==> config.mk <==
export PLATFORM = sky130hd
export DESIGN_NAME = wb_stage_flat
export DESIGN_NICKNAME = d
export VERILOG_FILES = /design/src/rtl/wb_stage_if.sv /design/src/rtl/wb_stage.sv /design/src/flat_wrapper.sv
export SDC_FILE = /design/constraint.sdc
export NUM_CORES = 1
export LEC_CHECK = 0
export BUFFER_PORTS_ARGS = -buffer_cell sky130_fd_sc_hd__buf_4
export CAP_MARGIN = 20
export CELL_PAD_IN_SITES_DETAIL_PLACEMENT = 1
export CELL_PAD_IN_SITES_GLOBAL_PLACEMENT = 1
export CORE_AREA = 4 4 208 210
export CTS_CLUSTER_SIZE = 10
export DETAILED_ROUTE_END_ITERATION = 10
export DIE_AREA = 0 0 212 214
export HOLD_SLACK_MARGIN = 0.03
export PLACE_DENSITY_LB_ADDON = 0.3
export SLEW_MARGIN = 10
export SYNTH_ARGS = -nofsm -noshare
export SYNTH_HDL_FRONTEND = slang
export SYNTH_SLANG_ARGS = --single-unit
==> constraint.sdc <==
create_clock -name clk -period 1.85 [get_ports clk]
set_input_delay 0 -clock clk [delete_from_list [all_inputs] [get_ports clk]]
set_output_delay 0 -clock clk [all_outputs]
set_load 0.02 [all_outputs]
==> src/rtl/wb_stage_if.sv <==
// wb_stage_if: MEM -> WB pipeline handshake and payload bundle.
//   master : MEM side, drives the valid flag and instruction payload
//   slave  : WB side, returns ws_allowin
interface wb_stage_if;
  logic        ms_to_ws_valid;
  logic        ws_allowin;
  logic [31:0] ms_pc;
  logic        ms_gr_we;
  logic [4:0]  ms_dest;
  logic [31:0] ms_result;
  logic        ms_csr_re;
  logic        ms_csr_we;
  logic [13:0] ms_csr_num;
  logic [31:0] ms_csr_wmask;
  logic [31:0] ms_csr_wvalue;
  logic        ms_ertn;
  logic [5:0]  ms_exc;      // [0] INT [1] ADEF [2] INE [3] SYS [4] BRK [5] ALE
  logic [31:0] ms_vaddr;

  modport master (
    output ms_to_ws_valid, ms_pc, ms_gr_we, ms_dest, ms_result, ms_csr_re,
           ms_csr_we, ms_csr_num, ms_csr_wmask, ms_csr_wvalue, ms_ertn,
           ms_exc, ms_vaddr,
    input  ws_allowin
  );

  modport slave (
    input  ms_to_ws_valid, ms_pc, ms_gr_we, ms_dest, ms_result, ms_csr_re,
           ms_csr_we, ms_csr_num, ms_csr_wmask, ms_csr_wvalue, ms_ertn,
           ms_exc, ms_vaddr,
    output ws_allowin
  );
endinterface

==> src/rtl/wb_stage.sv <==
// wb_stage: write-back stage of the 5-stage LoongArch pipeline.
// Registers one instruction from MEM, commits its GPR write, prioritises
// exception flags into ecode/esubcode, drives the CSR file commit inputs,
// raises the pipeline flush and provides forwarding/hazard taps and trace.
// Ports:
//   clk, reset          clock, synchronous active-high reset
//   ms                  MEM -> WB bundle (wb_stage_if.slave)
//   csr_rvalue          combinational CSR read data
//   csr_*               CSR file read/write strobes, number, mask, value
//   wb_ex, ertn_flush   exception / ertn commit; wb_ecode, wb_esubcode
//   wb_pc, wb_vaddr     committing PC and faulting data address
//   ws_flush            flush of all upstream stages
//   rf_*                GPR write port
//   ws_fwd_*, ws_csr_blk forwarding tap and CSR hazard hint for ID
//   debug_wb_*          trace (zero when TRACE_EN=0)
module wb_stage #(
  parameter bit TRACE_EN = 1'b1
) (
  input  logic        clk,
  input  logic        reset,
  wb_stage_if.slave   ms,
  input  logic [31:0] csr_rvalue,
  output logic        csr_re,
  output logic        csr_we,
  output logic [13:0] csr_num,
  output logic [31:0] csr_wmask,
  output logic [31:0] csr_wvalue,
  output logic        wb_ex,
  output logic        ertn_flush,
  output logic [5:0]  wb_ecode,
  output logic [8:0]  wb_esubcode,
  output logic [31:0] wb_pc,
  output logic [31:0] wb_vaddr,
  output logic        ws_flush,
  output logic        rf_we,
  output logic [4:0]  rf_waddr,
  output logic [31:0] rf_wdata,
  output logic        ws_fwd_valid,
  output logic [4:0]  ws_fwd_dest,
  output logic [31:0] ws_fwd_data,
  output logic        ws_csr_blk,
  output logic [31:0] debug_wb_pc,
  output logic [3:0]  debug_wb_rf_we,
  output logic [4:0]  debug_wb_rf_wnum,
  output logic [31:0] debug_wb_rf_wdata
);

  localparam logic [5:0] ECODE_INT  = 6'h00;
  localparam logic [5:0] ECODE_ADEF = 6'h08;
  localparam logic [5:0] ECODE_INE  = 6'h0D;
  localparam logic [5:0] ECODE_SYS  = 6'h0B;
  localparam logic [5:0] ECODE_BRK  = 6'h0C;
  localparam logic [5:0] ECODE_ALE  = 6'h09;

  typedef struct packed {
    logic [31:0] pc;
    logic        gr_we;
    logic [4:0]  dest;
    logic [31:0] result;
    logic        csr_re;
    logic        csr_we;
    logic [13:0] csr_num;
    logic [31:0] csr_wmask;
    logic [31:0] csr_wvalue;
    logic        ertn;
    logic [5:0]  exc;
    logic [31:0] vaddr;
  } ws_pl_t;

  logic   ws_valid_q, ws_valid_d;
  ws_pl_t pl_q, pl_d;
  logic   ws_valid, has_exc, any_exc;
  logic [5:0] ecode;

  // Single-cycle stage, never stalls.
  assign ms.ws_allowin = 1'b1;

  // The reset cycle commits nothing, even though the flop still holds valid.
  assign ws_valid = ws_valid_q & ~reset;
  assign has_exc  = |pl_q.exc;
  assign any_exc  = ws_valid & has_exc;

  always_comb begin
    ws_valid_d = ms.ms_to_ws_valid & ~ws_flush;
    pl_d       = pl_q;
    if (ms.ms_to_ws_valid && ms.ws_allowin) begin
      pl_d.pc         = ms.ms_pc;
      pl_d.gr_we      = ms.ms_gr_we;
      pl_d.dest       = ms.ms_dest;
      pl_d.result     = ms.ms_result;
      pl_d.csr_re     = ms.ms_csr_re;
      pl_d.csr_we     = ms.ms_csr_we;
      pl_d.csr_num    = ms.ms_csr_num;
      pl_d.csr_wmask  = ms.ms_csr_wmask;
      pl_d.csr_wvalue = ms.ms_csr_wvalue;
      pl_d.ertn       = ms.ms_ertn;
      pl_d.exc        = ms.ms_exc;
      pl_d.vaddr      = ms.ms_vaddr;
    end
  end

  always_ff @(posedge clk) begin
    if (reset) begin
      ws_valid_q <= 1'b0;
      pl_q       <= '0;
    end else begin
      ws_valid_q <= ws_valid_d;
      pl_q       <= pl_d;
    end
  end

  // Lowest flag index has highest priority.
  always_comb begin
    ecode = 6'h00;
    if (any_exc) begin
      if      (pl_q.exc[0]) ecode = ECODE_INT;
      else if (pl_q.exc[1]) ecode = ECODE_ADEF;
      else if (pl_q.exc[2]) ecode = ECODE_INE;
      else if (pl_q.exc[3]) ecode = ECODE_SYS;
      else if (pl_q.exc[4]) ecode = ECODE_BRK;
      else                  ecode = ECODE_ALE;
    end
  end

  assign wb_ecode    = ecode;
  assign wb_esubcode = 9'h000;
  assign wb_ex       = any_exc;
  // An exception in the same instruction overrides ertn and CSR writes.
  assign ertn_flush  = ws_valid & pl_q.ertn & ~has_exc;
  assign csr_we      = ws_valid & pl_q.csr_we & ~has_exc;
  assign csr_re      = ws_valid & pl_q.csr_re;
  assign csr_num     = pl_q.csr_num;
  assign csr_wmask   = pl_q.csr_wmask;
  assign csr_wvalue  = pl_q.csr_wvalue;
  assign ws_flush    = wb_ex | ertn_flush;
  assign wb_pc       = pl_q.pc;
  assign wb_vaddr    = pl_q.vaddr;

  assign rf_we    = ws_valid & pl_q.gr_we & ~has_exc & (pl_q.dest != 5'd0);
  assign rf_waddr = pl_q.dest;
  // CSR read data is sampled before the CSR file updates at the edge,
  // so csrwr/csrxchg naturally return the old value.
  assign rf_wdata = pl_q.csr_re ? csr_rvalue : pl_q.result;

  assign ws_fwd_valid = rf_we;
  assign ws_fwd_dest  = rf_waddr;
  assign ws_fwd_data  = rf_wdata;
  assign ws_csr_blk   = ws_valid & (pl_q.csr_we | pl_q.ertn | has_exc);

  generate
    if (TRACE_EN) begin : g_trace
      assign debug_wb_pc       = pl_q.pc;
      assign debug_wb_rf_we    = {4{rf_we}};
      assign debug_wb_rf_wnum  = rf_waddr;
      assign debug_wb_rf_wdata = rf_wdata;
    end else begin : g_no_trace
      assign debug_wb_pc       = 32'h0;
      assign debug_wb_rf_we    = 4'h0;
      assign debug_wb_rf_wnum  = 5'h0;
      assign debug_wb_rf_wdata = 32'h0;
    end
  endgenerate

endmodule

==> src/flat_wrapper.sv <==
// flat-port wrapper written by rule: the top's interface ports become plain ports
module wb_stage_flat 
#(
  parameter bit TRACE_EN = 1'b1
)
  (clk, reset, csr_rvalue, csr_re, csr_we, csr_num, csr_wmask, csr_wvalue, wb_ex, ertn_flush, wb_ecode, wb_esubcode, wb_pc, wb_vaddr, ws_flush, rf_we, rf_waddr, rf_wdata, ws_fwd_valid, ws_fwd_dest, ws_fwd_data, ws_csr_blk, debug_wb_pc, debug_wb_rf_we, debug_wb_rf_wnum, debug_wb_rf_wdata, ms_ms_to_ws_valid, ms_ms_pc, ms_ms_gr_we, ms_ms_dest, ms_ms_result, ms_ms_csr_re, ms_ms_csr_we, ms_ms_csr_num, ms_ms_csr_wmask, ms_ms_csr_wvalue, ms_ms_ertn, ms_ms_exc, ms_ms_vaddr, ms_ws_allowin);
  wb_stage_if ms_i ();
  input  logic clk;
  input  logic reset;
  input  logic [31:0] csr_rvalue;
  output logic csr_re;
  output logic csr_we;
  output logic [13:0] csr_num;
  output logic [31:0] csr_wmask;
  output logic [31:0] csr_wvalue;
  output logic wb_ex;
  output logic ertn_flush;
  output logic [5:0] wb_ecode;
  output logic [8:0] wb_esubcode;
  output logic [31:0] wb_pc;
  output logic [31:0] wb_vaddr;
  output logic ws_flush;
  output logic rf_we;
  output logic [4:0] rf_waddr;
  output logic [31:0] rf_wdata;
  output logic ws_fwd_valid;
  output logic [4:0] ws_fwd_dest;
  output logic [31:0] ws_fwd_data;
  output logic ws_csr_blk;
  output logic [31:0] debug_wb_pc;
  output logic [3:0] debug_wb_rf_we;
  output logic [4:0] debug_wb_rf_wnum;
  output logic [31:0] debug_wb_rf_wdata;
  input wire logic [$bits(ms_i.ms_to_ws_valid)-1:0] ms_ms_to_ws_valid;
  input wire logic [$bits(ms_i.ms_pc)-1:0] ms_ms_pc;
  input wire logic [$bits(ms_i.ms_gr_we)-1:0] ms_ms_gr_we;
  input wire logic [$bits(ms_i.ms_dest)-1:0] ms_ms_dest;
  input wire logic [$bits(ms_i.ms_result)-1:0] ms_ms_result;
  input wire logic [$bits(ms_i.ms_csr_re)-1:0] ms_ms_csr_re;
  input wire logic [$bits(ms_i.ms_csr_we)-1:0] ms_ms_csr_we;
  input wire logic [$bits(ms_i.ms_csr_num)-1:0] ms_ms_csr_num;
  input wire logic [$bits(ms_i.ms_csr_wmask)-1:0] ms_ms_csr_wmask;
  input wire logic [$bits(ms_i.ms_csr_wvalue)-1:0] ms_ms_csr_wvalue;
  input wire logic [$bits(ms_i.ms_ertn)-1:0] ms_ms_ertn;
  input wire logic [$bits(ms_i.ms_exc)-1:0] ms_ms_exc;
  input wire logic [$bits(ms_i.ms_vaddr)-1:0] ms_ms_vaddr;
  output wire logic [$bits(ms_i.ws_allowin)-1:0] ms_ws_allowin;
  assign ms_i.ms_to_ws_valid = ms_ms_to_ws_valid;
  assign ms_i.ms_pc = ms_ms_pc;
  assign ms_i.ms_gr_we = ms_ms_gr_we;
  assign ms_i.ms_dest = ms_ms_dest;
  assign ms_i.ms_result = ms_ms_result;
  assign ms_i.ms_csr_re = ms_ms_csr_re;
  assign ms_i.ms_csr_we = ms_ms_csr_we;
  assign ms_i.ms_csr_num = ms_ms_csr_num;
  assign ms_i.ms_csr_wmask = ms_ms_csr_wmask;
  assign ms_i.ms_csr_wvalue = ms_ms_csr_wvalue;
  assign ms_i.ms_ertn = ms_ms_ertn;
  assign ms_i.ms_exc = ms_ms_exc;
  assign ms_i.ms_vaddr = ms_ms_vaddr;
  assign ms_ws_allowin = ms_i.ws_allowin;
  wb_stage #(.TRACE_EN(TRACE_EN)) u_core (.clk(clk), .reset(reset), .ms(ms_i), .csr_rvalue(csr_rvalue), .csr_re(csr_re), .csr_we(csr_we), .csr_num(csr_num), .csr_wmask(csr_wmask), .csr_wvalue(csr_wvalue), .wb_ex(wb_ex), .ertn_flush(ertn_flush), .wb_ecode(wb_ecode), .wb_esubcode(wb_esubcode), .wb_pc(wb_pc), .wb_vaddr(wb_vaddr), .ws_flush(ws_flush), .rf_we(rf_we), .rf_waddr(rf_waddr), .rf_wdata(rf_wdata), .ws_fwd_valid(ws_fwd_valid), .ws_fwd_dest(ws_fwd_dest), .ws_fwd_data(ws_fwd_data), .ws_csr_blk(ws_csr_blk), .debug_wb_pc(debug_wb_pc), .debug_wb_rf_we(debug_wb_rf_we), .debug_wb_rf_wnum(debug_wb_rf_wnum), .debug_wb_rf_wdata(debug_wb_rf_wdata));
endmodule
# ---- After elaboration in Yosys (flattened, before gate mapping)
# Cells that the tools add are included.
dict set report word_totals {
  ff_bits 190
  wordCells 40
}
dict set report op_classes {
  n_mux 7
  n_bitwise 18
  n_reduce_logical 2
}
# operator count
set op_table {}
lappend op_table {{two-way mux 32 bit} 1}
lappend op_table {{two-way mux 6 bit} 5}
lappend op_table {{bitwise AND 1 bit} 12}
lappend op_table {{OR reduction 6 bit} 1}
lappend op_table {{nonzero test 5 bit} 1}
lappend op_table {{two-way mux 3 bit} 1}
lappend op_table {{NOT 1 bit} 3}
lappend op_table {{OR 1 bit} 3}

# ---- Depth between registers and ports, before layout
dict set report depth {
  word_depth 7
  depth_mapped 5
  depth_no_buf 3
}

# ---- Worst setup path after synthesis
# Ideal clock, no wire load.
dict set report synth_path {
  kind {register to output}
  startpoint {register u_core.pl_q[32] in the netlist's numbering}
  endpoint {output port debug_wb_rf_we[0]}
  arrival_time_ns 1.526
  t_required_ns 1.850
  slack_ns 0.324
  stages_incl_launch_ff 5
  n_path_buf 1
  cell_sequence {dfxtp_1 nor4_4 nor3b_4 o2111a_1 buf_4}
}
dict set report synth_via {
  elab_chain_cells 4
}
# element line_no
set synth_lines {}
lappend synth_lines {{start, declared} wb_stage.sv:71} ;# ws_pl_t pl_q, pl_d;
lappend synth_lines {{start signal, assigned} wb_stage.sv:108} ;# pl_q <= pl_d;
lappend synth_lines {{OR reduction 6 bit} wb_stage.sv:80} ;# assign has_exc = |pl_q.exc;
lappend synth_lines {{NOT 1 bit} wb_stage.sv:139} ;# assign rf_we = ws_valid & pl_q.gr_we & ~has_exc & (pl_q.dest != 5'd0);
lappend synth_lines {{bitwise AND 1 bit (2 in a row)} wb_stage.sv:139}
lappend synth_lines {{end, declared} flat_wrapper.sv:31} ;# output logic [3:0] debug_wb_rf_we;
# Every way passes these cells.

# ---- Worst setup path after layout
dict set report layout_path {
  startpoint {register u_core.pl_q[36] in the netlist's numbering}
  endpoint {output port debug_wb_rf_we[1]}
}
# Same word-level chain as after synthesis.

==> impl_metrics.tcl <==
set metrics [dict create \
    synthXorXnorAreaFrac 0 \
    grt_usage 0.139 \
    area_growth_pct 57.0 \
    drc 0 \
    grt_pass1_wl_um 49600 \
    violations "setup timing" \
    synthMuxAreaShare 0.245 \
    rsz0062_at_grt "yes" \
    clockBufferDepth 2 \
    mostFrequentLayoutCell "buf_4" \
    fin_hold_ws_ns 0.321 \
    core_um2 41600 \
    synth_top_family_by_area "buffers and inverters" \
    htreeDepth 4 \
    via_per_inst 3.94 \
    critical_path_class "flop to primary output" \
    rr_startpoint "u_core.pl_q[118]" \
    crit_required_ns 1.85 \
    grt_overflow 0 \
    path_clk_slew_ns 0.07 \
    layout_common_cells "532 x buf_4, 200 x dlygate4sd3_1, 191 x nor2_1" \
    initial_core_util 0.221 \
    wl_per_cell_um 16.8 \
    hpwl_um 23900 \
    ys_warn_count 0 \
    cp_data_arrival_time_ns 1.99 \
    min_path_type "input port to flop" \
    endpoint_kind "primary output" \
    powerDensity_nw_per_um2 777 \
    port-buffer-count 524 \
    hp-start "ms_ms_exc[2]" \
    dr.pass1.iters 4 \
    drive_gt1_frac 0.436 \
    worstSetupStartpointType "flop" \
    ys_seq_area_frac 0.413 \
    clk_latency_ns 0.45 \
    skew_ns 0.00629 \
    p_seq_frac 0.402 \
    nets 1622 \
    die_h_um 214 \
    whs_path_depth 4 \
    synth_compound_area_frac 0.00299 \
    holdPathEnd "u_core.pl_q[34]" \
    rr_worst_depth 4 \
    cp_max_fo 6 \
    combPwrFrac 0.250 \
    p_int_mw 8.01 \
    synth_cells 941 \
    cts_buffers 17 \
    final_core_util 0.348 \
    grt_start_max_net_pins 100 \
    rrSetupSlack_ns 0.49 \
    ys_seq_elements 190 \
    drtIter0Drc 203 \
    switching_power_mw 3.22 \
    outcome "finished with violations" \
    vdd_drop_max_uv 559 \
    synth_cell_type_count 23 \
    synth_area_per_cell_um2 9.78 \
    antenna_found_initial 1 \
    timing.final.crit_share 1.08 \
    drv_slew 0 \
    antenna_left 0 \
    io_pins 537 \
    dpl_worst_slack_ns 0.211 \
    clockRootBuffer "clkbuf_16" \
    totalWireLength_um 32700 \
    leakage_nw 7.18 \
    clock-sinks 190 \
    switching_share 0.287 \
    finalHoldViolCount 0 \
    max_cap_violations 0 \
    fin_crit_ns 1.99 \
    rows 75 \
    synthSimpleGateAreaFrac 0.0922 \
    fmaxAchievable_ghz 0.502 \
    worstReg2RegEnd "u_core.pl_q[118]" \
    layout_setup_ws_ns -0.141 \
    power.total_mw 11.2 \
    setup-tns-final_ns -1.05 \
    power_frac_clock 0.348 \
    netlist_area_um2 9210 \
    synthAdderAreaFrac 0 \
    setup_viol 11 \
    die_area_um2 45400 \
    die_width_um 212 \
    cts_tree "yes" \
    place.gp.congestion 0.751 \
    grt_pass1_vias 8419 \
    vias 7671 \
]
[routing by layer]
| metal | up-vias | track usage | share of wire |
|---|---|---|---|
| met5 | - | 0 | 0 |
| li1 | 3677 | - | - |
| met2 | 287 | 0.254 | 0.52 |
| met4 | 0 | 0.0426 | 0.016 |
| met3 | 24 | 0.0429 | 0.074 |
| met1 | 3683 | 0.154 | 0.39 |
[power by group through the flow]
stage / Clock, mW / Combinational (mW) / Sequential [mW]
floorplan: 0 / 1.74 / 4.53
CTS: 4.10 / 2.83 / 4.51
global placement: 0 / 2.42 / 4.59
global route: 4.25 / 2.99 / 4.54
detailed placement: 0 / 2.45 / 4.60
finish: 3.91 / 2.81 / 4.51
[through the flow]
stage,area (um2),std cells
finish,14500,1948
detailed placement,11800,1717
floorplan,9240,951
global placement,11800,1717
CTS,14500,1947
global route,14500,1948
[worst max-delay path, stage by stage (launching register included)]
cell	delay (ns)
dfxtp_2	0.35
nor4_4	0.32
nor3b_4	0.36
o2111a_2	0.35
buf_4	0.17
[worst max path at each step]
stage	start	to	slack, ns	cells past startpoint
final	u_core.pl_q[36]	debug_wb_rf_we[1]	-0.14	4
after global routing	u_core.pl_q[36]	debug_wb_rf_we[1]	-0.27	4
after CTS	u_core.pl_q[36]	rf_we	-0.21	4
after detailed placement	u_core.pl_q[32]	debug_wb_rf_we[2]	0.21	4
after global placement	u_core.pl_q[32]	debug_wb_rf_we[2]	0.25	4
after floorplan	u_core.pl_q[32]	debug_wb_rf_we[0]	0.32	4
[synth_stat cells (all sizes together)]
master,number,area [um2]
nor2,191,717
buf,299,2190
inv,2,7.51
mux2,32,360
conb,2,7.51
o2111a,1,11.3
and2,1,6.26
or4,1,7.51
nor3b,3,33.8
a31oi,1,6.26
dfxtp,190,3800
nor3,4,20.0
nor2b,1,6.26
and3,2,15.0
or3,1,7.51
mux2i,189,1890
clkbuf,17,63.8
nor4,1,21.3
a21oi,2,10.0
nand2b,1,13.8
[logic make-up (layout without fill, tap and decap cells)]
group,after synthesis,in the layout
AO/OA/AOI/OAI,4,4
buffers and inverters,318,775
flip-flops,190,190
multiplexers,221,221
other,2,13
AND/OR/NAND/NOR,206,206
[final cells by class]
cell class	instances	area, um2
fillers	4757	27100
repair buffers	744	6190
flip-flops and latches	190	3810
multi-input cells	443	3170
well taps	539	674
clock buffers	20	467
clock inverters	9	134
inverters	2	7.51
diodes	1	2.50
[flip-flops by register name, indices dropped and copies added (netlist names)]
name                     count
u_core.csr_wvalue           32
u_core.ws_valid_q            1
u_core.debug_wb_rf_wnum      5
u_core.pl_q                 42
u_core.csr_wmask            32
u_core.debug_wb_pc          32
u_core.wb_vaddr             32
u_core.csr_num              14
[repair_timing]
action                                  CTS  global route
buffers inserted                          1             0
endpoints found under the hold margin   190             0
gates resized for setup                   6             0
pin swaps                                 2             0
hold buffers                            200             0
endpoints found under the setup margin   11            11
Power figures use the tool's default switching activity.
